===== src/rtl/regfile_pkg.sv =====
// Shared widths, constants and types for the register-file port scheduler.
package regfile_pkg;

  localparam int unsigned XLEN = 32;
  localparam int unsigned NREG = 32;
  localparam int unsigned AW   = 5;
  localparam int unsigned NWB  = 2;

  localparam logic [AW-1:0] REG_ZERO = AW'(0);

  // Writeback source identifiers, in arbitration index order.
  typedef enum logic [0:0] {
    WB_ALU = 1'b0,
    WB_LSU = 1'b1
  } wb_src_e;

  // One writeback request as seen on the shared write port.
  typedef struct packed {
    logic [AW-1:0]   addr;
    logic [XLEN-1:0] data;
  } wb_req_t;

endpackage


===== src/rtl/rr_arbiter.sv =====
// Round-robin arbiter: one-hot grant starting the search at rr_ptr.
module rr_arbiter #(
  parameter int unsigned N  = 2,
  parameter int unsigned PW = (N > 1) ? $clog2(N) : 1
) (
  input  logic          clk,
  input  logic          rst,
  input  logic [N-1:0]  req,
  output logic [N-1:0]  gnt,
  output logic [PW-1:0] gnt_idx,
  output logic          gnt_any
);

  logic [PW-1:0] rr_ptr_q;
  logic [PW-1:0] rr_ptr_d;

  // Requests are ignored while reset is held so nothing is granted.
  always_comb begin
    int unsigned idx;
    int unsigned nxt;
    gnt      = '0;
    gnt_idx  = '0;
    gnt_any  = 1'b0;
    rr_ptr_d = rr_ptr_q;
    idx      = 0;
    nxt      = 0;
    for (int unsigned k = 0; k < N; k++) begin
      idx = 32'(rr_ptr_q) + k;
      if (idx >= N) idx = idx - N;
      if (!gnt_any && req[idx] && !rst) begin
        gnt[idx] = 1'b1;
        gnt_idx  = PW'(idx);
        gnt_any  = 1'b1;
      end
    end
    if (gnt_any) begin
      nxt      = 32'(gnt_idx) + 1;
      rr_ptr_d = (nxt >= N) ? PW'(0) : PW'(nxt);
    end
  end

  // Pointer register; moves past the winner, holds when idle.
  always_ff @(posedge clk) begin
    if (rst) rr_ptr_q <= '0;
    else     rr_ptr_q <= rr_ptr_d;
  end

endmodule


===== src/rtl/regfile_port_scheduler.sv =====
// Issue/writeback sequencer in front of a 2R1W registered-read register file.
module regfile_port_scheduler
  import regfile_pkg::*;
#(
  parameter int unsigned NWB_P = NWB
) (
  input  logic                  clk,
  input  logic                  rst,
  input  logic                  iss_valid,
  input  logic [AW-1:0]         iss_rs1,
  input  logic [AW-1:0]         iss_rs2,
  input  logic [AW-1:0]         iss_rd,
  input  logic                  iss_wr,
  output logic                  iss_ready,
  output logic                  rd_valid,
  output logic [XLEN-1:0]       rd_data1,
  output logic [XLEN-1:0]       rd_data2,
  input  logic [NWB_P-1:0]      wb_valid,
  input  logic [AW*NWB_P-1:0]   wb_addr,
  input  logic [XLEN*NWB_P-1:0] wb_data,
  output logic [NWB_P-1:0]      wb_ready,
  output logic [AW-1:0]         rf_raddr1,
  output logic [AW-1:0]         rf_raddr2,
  input  logic [XLEN-1:0]       rf_rdata1,
  input  logic [XLEN-1:0]       rf_rdata2,
  output logic                  rf_we,
  output logic [AW-1:0]         rf_waddr,
  output logic [XLEN-1:0]       rf_wdata
);

  localparam int unsigned PW = (NWB_P > 1) ? $clog2(NWB_P) : 1;

  logic [NWB_P-1:0] gnt;
  logic [PW-1:0]    gnt_idx;
  logic             gnt_any;
  wb_req_t          wb_sel;

  logic             wfwd1, wfwd2, wfwdd;
  logic             src_ok1, src_ok2;
  logic             accept;

  logic [NREG-1:0]  busy_q, busy_d;
  logic             rd_valid_q, rd_valid_d;
  logic             byp1_q, byp1_d, byp2_q, byp2_d;
  logic             z1_q, z1_d, z2_q, z2_d;
  logic [XLEN-1:0]  bdata1_q, bdata1_d, bdata2_q, bdata2_d;
  logic [XLEN-1:0]  hold1_q, hold1_d, hold2_q, hold2_d;

  rr_arbiter #(
    .N  (NWB_P),
    .PW (PW)
  ) u_rr_arbiter (
    .clk     (clk),
    .rst     (rst),
    .req     (wb_valid),
    .gnt     (gnt),
    .gnt_idx (gnt_idx),
    .gnt_any (gnt_any)
  );

  assign wb_ready  = gnt;
  assign rf_raddr1 = iss_rs1;
  assign rf_raddr2 = iss_rs2;

  // Steer the granted source onto the write port; x0 grants complete without a write.
  always_comb begin
    wb_sel.addr = wb_addr[32'(gnt_idx)*AW +: AW];
    wb_sel.data = wb_data[32'(gnt_idx)*XLEN +: XLEN];
    rf_waddr    = wb_sel.addr;
    rf_wdata    = wb_sel.data;
    rf_we       = gnt_any && (wb_sel.addr != REG_ZERO);
  end

  // Hazard check: a source or destination is free if idle or written this very edge.
  always_comb begin
    wfwd1     = rf_we && (rf_waddr == iss_rs1);
    wfwd2     = rf_we && (rf_waddr == iss_rs2);
    wfwdd     = rf_we && (rf_waddr == iss_rd);
    src_ok1   = !busy_q[iss_rs1] || wfwd1;
    src_ok2   = !busy_q[iss_rs2] || wfwd2;
    iss_ready = iss_valid && !rst && src_ok1 && src_ok2 &&
                !(iss_wr && busy_q[iss_rd] && !wfwdd);
    accept    = iss_ready;
  end

  // Scoreboard update: clear on write, then a new claim on the same reg wins.
  always_comb begin
    busy_d = busy_q;
    if (rf_we) busy_d[rf_waddr] = 1'b0;
    if (accept && iss_wr && (iss_rd != REG_ZERO)) busy_d[iss_rd] = 1'b1;
    busy_d[0] = 1'b0;
  end

  // Capture bypass state at accept; the regfile would return the pre-write value.
  always_comb begin
    rd_valid_d = accept;
    byp1_d     = byp1_q;
    byp2_d     = byp2_q;
    z1_d       = z1_q;
    z2_d       = z2_q;
    bdata1_d   = bdata1_q;
    bdata2_d   = bdata2_q;
    if (accept) begin
      byp1_d   = wfwd1;
      byp2_d   = wfwd2;
      z1_d     = (iss_rs1 == REG_ZERO);
      z2_d     = (iss_rs2 == REG_ZERO);
      bdata1_d = rf_wdata;
      bdata2_d = rf_wdata;
    end
  end

  // Operand mux one cycle after accept; otherwise present the last operands.
  always_comb begin
    if (rd_valid_q) begin
      rd_data1 = z1_q ? '0 : (byp1_q ? bdata1_q : rf_rdata1);
      rd_data2 = z2_q ? '0 : (byp2_q ? bdata2_q : rf_rdata2);
    end else begin
      rd_data1 = hold1_q;
      rd_data2 = hold2_q;
    end
    rd_valid = rd_valid_q;
    hold1_d  = rd_data1;
    hold2_d  = rd_data2;
  end

  // State registers with synchronous reset.
  always_ff @(posedge clk) begin
    if (rst) begin
      busy_q     <= '0;
      rd_valid_q <= 1'b0;
      byp1_q     <= 1'b0;
      byp2_q     <= 1'b0;
      z1_q       <= 1'b0;
      z2_q       <= 1'b0;
      bdata1_q   <= '0;
      bdata2_q   <= '0;
      hold1_q    <= '0;
      hold2_q    <= '0;
    end else begin
      busy_q     <= busy_d;
      rd_valid_q <= rd_valid_d;
      byp1_q     <= byp1_d;
      byp2_q     <= byp2_d;
      z1_q       <= z1_d;
      z2_q       <= z2_d;
      bdata1_q   <= bdata1_d;
      bdata2_q   <= bdata2_d;
      hold1_q    <= hold1_d;
      hold2_q    <= hold2_d;
    end
  end

endmodule


===== config.mk =====
export PLATFORM = sky130hd
export DESIGN_NAME = regfile_port_scheduler
export DESIGN_NICKNAME = d
export VERILOG_FILES = /design/src/rtl/regfile_pkg.sv /design/src/rtl/rr_arbiter.sv /design/src/rtl/regfile_port_scheduler.sv
export SDC_FILE = /design/constraint.sdc
export NUM_CORES = 1
export LEC_CHECK = 0
export ABC_AREA = 1
export CORE_MARGIN = 3
export CORE_UTILIZATION = 46
export CTS_CLUSTER_DIAMETER = 100
export DETAILED_ROUTE_END_ITERATION = 6
export PLACE_DENSITY = 0.81
export SLEW_MARGIN = 20
export SYNTH_ARGS = -nofsm -noshare
export SYNTH_HDL_FRONTEND = slang
export SYNTH_HIERARCHICAL = 1
export SYNTH_SLANG_ARGS = --single-unit

===== constraint.sdc =====
create_clock -name clk -period 4.55 [get_ports clk]
set_input_delay 1.1375 -clock clk [delete_from_list [all_inputs] [get_ports clk]]
set_output_delay 1.1375 -clock clk [all_outputs]
set_load 0.05 [all_outputs]

# After elaboration in Yosys (flattened, before gate mapping)
# Cells that the tools add are included.
[totals]
word_cells = 104
in_bits = 159
register_bits = 134
[op_classes]
add_sub_neg = 4
n_reduce_logical = 31
n_lt_le_gt_ge = 13
n_eq_ne = 3
shift = 2
mux = 35
n_bitwise = 4
mul = 1
[ops]
columns = ["operator", "n"]
rows = [
  ["$mux W32", 10],
  ["$ge A32 B1 Y1 const B", 2],
  ["$ge A32 B2 Y1 const B", 2],
  ["$lt A32 B2 Y1 const B", 2],
  ["$shiftx A64 B7 Y32", 1],
  ["$and A32 B32 Y32", 1],
  ["$not A32 Y32", 1],
  ["$or A32 B32 Y32", 1],
  ["$sub A32 B2 Y32 const B", 1],
  ["$lt A5 B6 Y1 const B", 4],
  ["$logic_and A1 B1 Y1", 19],
  ["$mux W1", 16],
  ["$bmux W1 S5", 3],
  ["$eq A5 B5 Y1", 3],
  ["$demux W1 S5", 2],
  ["$ge A5 B1 Y1 const B", 2],
  ["$logic_not A5 Y1", 2],
  ["$reduce_bool A5 Y1", 2],
  ["$shiftx A10 B5 Y5", 1],
  ["$logic_not A1 Y1", 6],
  ["$add A1 B1 Y2 const B", 2],
  ["$mul A1 B3 Y4 const B", 1],
  ["$mux W2", 2],
  ["$sub A1 B2 Y3 const B", 1],
  ["other kinds (4)", 6],
]

# Depth between registers and ports, before layout
[depth]
word_depth = 22
depth_mapped = 22

# Modules after synthesis
# Netlist, hierarchy kept.
[modules_own_cells]
columns = ["module", "cells_each", "area_per_inst_um2", "seq_area_each_um2", "instances"]
rows = [
  ["regfile_port_scheduler", 1277, 7773.7, 2642.5, 1],
  ["rr_arbiter", 14, 71.3, 20.0, 1],
]

# Least setup slack after synthesis
# No wires, ideal clock.
[synth_timing]
path_type = "in2out"
startpoint = "input rst"
endpoint = "output iss_ready"
setup_slack_ps = -41
t_required_ps = 3413
path_stages = 18
arrival_ps = 3454
path_cell_list = "inv_1 nand2_1 nor2_1 buf_6 nand2_1 nand2_2 inv_1 nand2_1 nor2_1 nor2_2 nand2_1 nand2_1 nor2_2 nor2_4 nand2_1 buf_6 inv_6 buf_6"
[synth_between]
elab_chain_len = 16
word_cells_on_any_way = 28
cone_classes = "mul: 1; eq/ne: 3; shift: 1; mux: 4; reduce/logical: 19"
[synth_lines]
columns = ["item", "line_no", "source"]
rows = [
  ["start, declared", "regfile_port_scheduler.sv:8", "input logic rst,"],
  ["$logic_not A1 Y1 (*)", "rr_arbiter.sv:30", "if (!gnt_any && req[idx] && !rst) begin"],
  ["$logic_and A1 B1 Y1", "rr_arbiter.sv:30", ""],
  ["$mux W1", "rr_arbiter.sv:30", ""],
  ["$logic_not A1 Y1", "rr_arbiter.sv:30", ""],
  ["$logic_and A1 B1 Y1 (2 in series)", "rr_arbiter.sv:30", ""],
  ["$mux W1 (*)", "rr_arbiter.sv:30", ""],
  ["via gnt_idx", "regfile_port_scheduler.sv:34", "logic [PW-1:0] gnt_idx;"],
  ["$mul A1 B3 Y4 (*)", "regfile_port_scheduler.sv:67", "wb_sel.addr = wb_addr[32'(gnt_idx)*AW +: AW];"],
  ["[1 not listed]", "-", ""],
  ["via rf_waddr[0]", "regfile_port_scheduler.sv:27", "output logic [AW-1:0] rf_waddr,"],
  ["$reduce_bool A5 Y1 (*)", "regfile_port_scheduler.sv:71", "rf_we = gnt_any && (wb_sel.addr != REG_ZERO);"],
  ["$logic_and A1 B1 Y1 (*)", "regfile_port_scheduler.sv:71", ""],
  ["via rf_we", "regfile_port_scheduler.sv:26", "output logic rf_we,"],
  ["$logic_and A1 B1 Y1 (on tied branches)", "regfile_port_scheduler.sv:76, regfile_port_scheduler.sv:78", ""],
  ["$logic_or A1 B1 Y1 or $logic_not A1 Y1 (tied branches)", "regfile_port_scheduler.sv:79, regfile_port_scheduler.sv:82", ""],
  ["$logic_and A1 B1 Y1 (on tied branches)", "regfile_port_scheduler.sv:81, regfile_port_scheduler.sv:82", ""],
  ["$logic_and A1 B1 Y1 or $logic_not A1 Y1 (tied branches)", "regfile_port_scheduler.sv:81, regfile_port_scheduler.sv:82", ""],
  ["$logic_and A1 B1 Y1 (*)", "regfile_port_scheduler.sv:81", "iss_ready = iss_valid && !rst && src_ok1 && src_ok2 &&"],
  ["end, declared", "regfile_port_scheduler.sv:14", "output logic iss_ready,"],
]
# Mark *: on every way through the listed nets, which the timed path passes. The rest lies on a longest branch.

# Final worst setup path
[layout_timing]
startpoint = "input wb_valid[1]"
endpoint = "output iss_ready"
[layout_between]
elab_chain_len = 17
word_cells_on_any_way = 30
cone_classes = "mul: 1; eq/ne: 3; shift: 1; mux: 8; reduce/logical: 17"
[layout_lines]
columns = ["item", "line_no", "source"]
rows = [
  ["start, declared", "regfile_port_scheduler.sv:18", "input logic [NWB_P-1:0] wb_valid,"],
  ["$mux W1 (not written as such) (2 in series)", "rr_arbiter.sv:30", ""],
  ["$logic_and A1 B1 Y1", "rr_arbiter.sv:30", ""],
  ["$mux W1", "rr_arbiter.sv:30", ""],
  ["$logic_not A1 Y1", "rr_arbiter.sv:30", ""],
  ["$logic_and A1 B1 Y1 (2 in series)", "rr_arbiter.sv:30", ""],
  ["$mux W1 (*)", "rr_arbiter.sv:30", ""],
  ["via gnt_idx", "regfile_port_scheduler.sv:34", ""],
  ["$mul A1 B3 Y4 (*)", "regfile_port_scheduler.sv:67", ""],
  ["$shiftx A10 B5 Y5 (*)", "regfile_port_scheduler.sv:67", ""],
  ["$reduce_bool A5 Y1", "regfile_port_scheduler.sv:71", ""],
  ["$logic_and A1 B1 Y1", "regfile_port_scheduler.sv:71", ""],
  ["$logic_and A1 B1 Y1 (on tied branches)", "regfile_port_scheduler.sv:76, regfile_port_scheduler.sv:78", ""],
  ["$logic_or A1 B1 Y1 or $logic_not A1 Y1 (tied branches)", "regfile_port_scheduler.sv:79, regfile_port_scheduler.sv:82", ""],
  ["$logic_and A1 B1 Y1 (on tied branches)", "regfile_port_scheduler.sv:81, regfile_port_scheduler.sv:82", ""],
  ["$logic_and A1 B1 Y1 or $logic_not A1 Y1 (tied branches)", "regfile_port_scheduler.sv:81, regfile_port_scheduler.sv:82", ""],
  ["$logic_and A1 B1 Y1 (*)", "regfile_port_scheduler.sv:81", ""],
]
# Mark *: on every way through the listed nets, which the timed path passes. The rest lies on a longest branch. The select of a mux whose other input is x is not followed.

==> impl_metrics.tcl <==
set metrics [dict create \
    area_delta_synth_final_pct 51.63 \
    crit_fanout 11 \
    yosysSeqAreaShare_pct 33.94 \
    path_class "in -> out" \
    maxCapViolations 0 \
    initialDrtViolationCount 992 \
    ant_nets 0 \
    nets 1704 \
    cp_common_cell "nand2_1" \
    fp.dieW_um 136.6 \
    grt_max_degree 97 \
    hpwl_mm 23.28 \
    antenna_found_initial 2 \
    wl_mm 31.94 \
    cts_hold_buffers 0 \
    layout_common_cells "nand2_1, clkdlybuf4s50_1, nor2_1" \
    clockBufferDepth 2 \
    vias_per_cell 5.331 \
    synth_top_cell_area_share_pct 33.94 \
    vias 9489 \
    clk_latency_ns 0.42 \
    drc 0 \
    p_leak_nw 5.104 \
    num_rows 47 \
    io_pins 275 \
    cts_root_buf "clkbuf_16" \
    drt_first_pass_iters 6 \
    die_h_um 136.6 \
    synth_area_um2 7845 \
    vdd_ir_drop_max_uv 251.4 \
    critical-path-max-stage-delay_ns 0.51 \
    cp-start-kind "input pin" \
    crit_required_ns 3.41 \
    fin_crit_ns 4.376 \
    final_area_um2 11900 \
    yosysWarnings 6 \
    hold_viol 0 \
    cts_made_buffers 17 \
    core-area_um2 16640 \
    die_area_um2 18660 \
    initial_core_util_pct 47.14 \
    htreeDepth 4 \
    final_common_cell "nand2_1" \
    worst_ep_arrival_time_ns 3.24 \
    cp_top_family "simple AND/OR/NAND/NOR gates" \
    synthesis.area_per_instance_um2 6.077 \
    maxSlewHeadroom_pct 27.62 \
    stdcell_count 1780 \
    synth-seq-cells 133 \
    synthesis.nets 1450 \
    power.total_mw 3.812 \
    clock-sinks 133 \
    yosysTopAreaCell "dfxtp_1" \
    reg2regPathDepth 16 \
    setup_viol 0 \
    gp_congestion 0.9852 \
    setup_tns_ns 0 \
    grt_first_pass_wirelength_mm 47.24 \
    worst_slew_pin_slew_ns 1.086 \
    groute.usage.overall_pct 32.69 \
    period_share_pct 96.17 \
    final.setup_skew_ns 0.009041 \
    cp_num_cells 18 \
    syn_inst 1291 \
    clk_pin_slew_ns 0.06 \
    slew_viol_final 0 \
    endpoint_kind "primary output" \
    globalRouteOverflowTotal 0 \
    max_freq_mhz 228.5 \
    wl_per_cell_um 17.94 \
    path_cells "clkdlybuf4s50_1 -> nand2_2 -> nor2_4 -> buf_12 -> buf_4 -> nand2_1 -> nand2_2 -> nand2_1 -> nand2_1 -> nand3_1 -> nor2_1 -> nand2_1 -> nand3_1 -> nand2_1 -> nor2_4 -> nand2_4 -> inv_6 -> buf_12" \
    cellPowerDensity_nw_per_um2 320.5 \
    holdPathStages 2 \
    dp.cells 1745 \
    hp-class "reg -> reg" \
    critPathBufInv 5 \
    cts_tree "done" \
    synth.area.top_cells "dfxtp_1, nand2_1, nor2_1" \
    status "finished, final reports clean" \
    ys_types 30 \
    dpl-instance-area_um2 11200 \
    grt_pass1_vias 8576 \
    cp_slowest_cell "clkdlybuf4s50_1" \
    drive_above_1_share_pct 9.499 \
    port_buffers 274 \
    hold_slack_ns 0.4713 \
]
## routing by layer
| layer | global-route usage [%] | vias to the layer above | wire (um) |
|---|---|---|---|
| met4 | 15.23 | 4 | 1452 |
| met5 | 0 | - | 22 |
| met2 | 52.52 | 419 | 14930 |
| li1 | - | 4686 | - |
| met3 | 7.022 | 96 | 2654 |
| met1 | 41.91 | 4284 | 12890 |
## final timing paths
kind / start / end / slack (ns)
worst max-delay path: wb_valid[1] / iss_ready / 0.17
worst min-delay path: hold1_q[28]$_SDFF_PP0_ / hold1_q[28]$_SDFF_PP0_ / 0.47
worst max register to register: flop / bdata2_q[0]$_SDFFE_PP0P_ / 1.98
worst min register to register: hold1_q[28]$_SDFF_PP0_ / hold1_q[28]$_SDFF_PP0_ / 0.47
## registers in the layout, indices dropped and copies added (netlist names), named ones only
signal / flops
bdata2_q: 32
hold1_q: 32
hold2_q: 32
busy_q: 31
byp1_q: 1
byp2_q: 1
rd_valid: 1
z1_q: 1
z2_q: 1
## cells in the mapped netlist (all sizes together)
master,count
nand2,460
nor2,151
dfxtp,133
inv,107
a21oi,102
o21ai,74
o211ai,65
nand3,59
clkbuf,50
buf,38
nand4,34
nor3,9
xor2,4
a22oi,2
and3,1
o22ai,1
or2,1
## through the flow
stage / util [%] / setup WS (ns)
6_report: 71.48 / 0.1742
5_1_grt: 71.45 / -0.02573
4_1_cts: 71.34 / 0.01930
3_5_place_dp: 67.32 / -0.07357
3_3_place_gp: 67.32 / -0.007162
2_1_floorplan: - / 0.1580
## cell type report
type / count / area [um2]
diodes: 2 / 5.005
flip-flops and latches: 133 / 2665
clock inverters: 11 / 171.4
fillers: 1406 / 4747
clock buffers: 21 / 470.5
inverters: 107 / 411.6
well taps: 220 / 275.3
repair buffers: 323 / 3523
multi-input cells: 963 / 4373
## power breakdown
part / leakage (nW) / switching [mW] / total [mW] / internal, mW
clock network: 0.310 / 0.534 / 1.50 / 0.963
registers: 1.08 / 0.0272 / 1.24 / 1.21
logic: 3.72 / 0.651 / 1.08 / 0.429
## logic make-up after synthesis
logic type      share of synthesized area [%]
compound gates                          17.86
flops                                   33.94
buf+inv                                 10.80
xor+xnor                               0.4465
simple gates                            36.95
## timing repair
action | in CTS | in global routing
endpoints found under the setup margin | 1 | 1
endpoints found under the hold margin | 0 | 0
pin swaps | 1 | 0
buffers inserted | 1 | 0
gates resized for setup | 3 | 5
## worst reg2reg max path: cells and delay by family (launching register included)
family / cells / cell delay (ns)
AOI/OAI and AO/OA: 1 / 0.18
buffers and inverters: 4 / 0.75
DFF: 1 / 0.35
and+or+nand+nor: 11 / 1.23
Power figures use the tool's default switching activity.
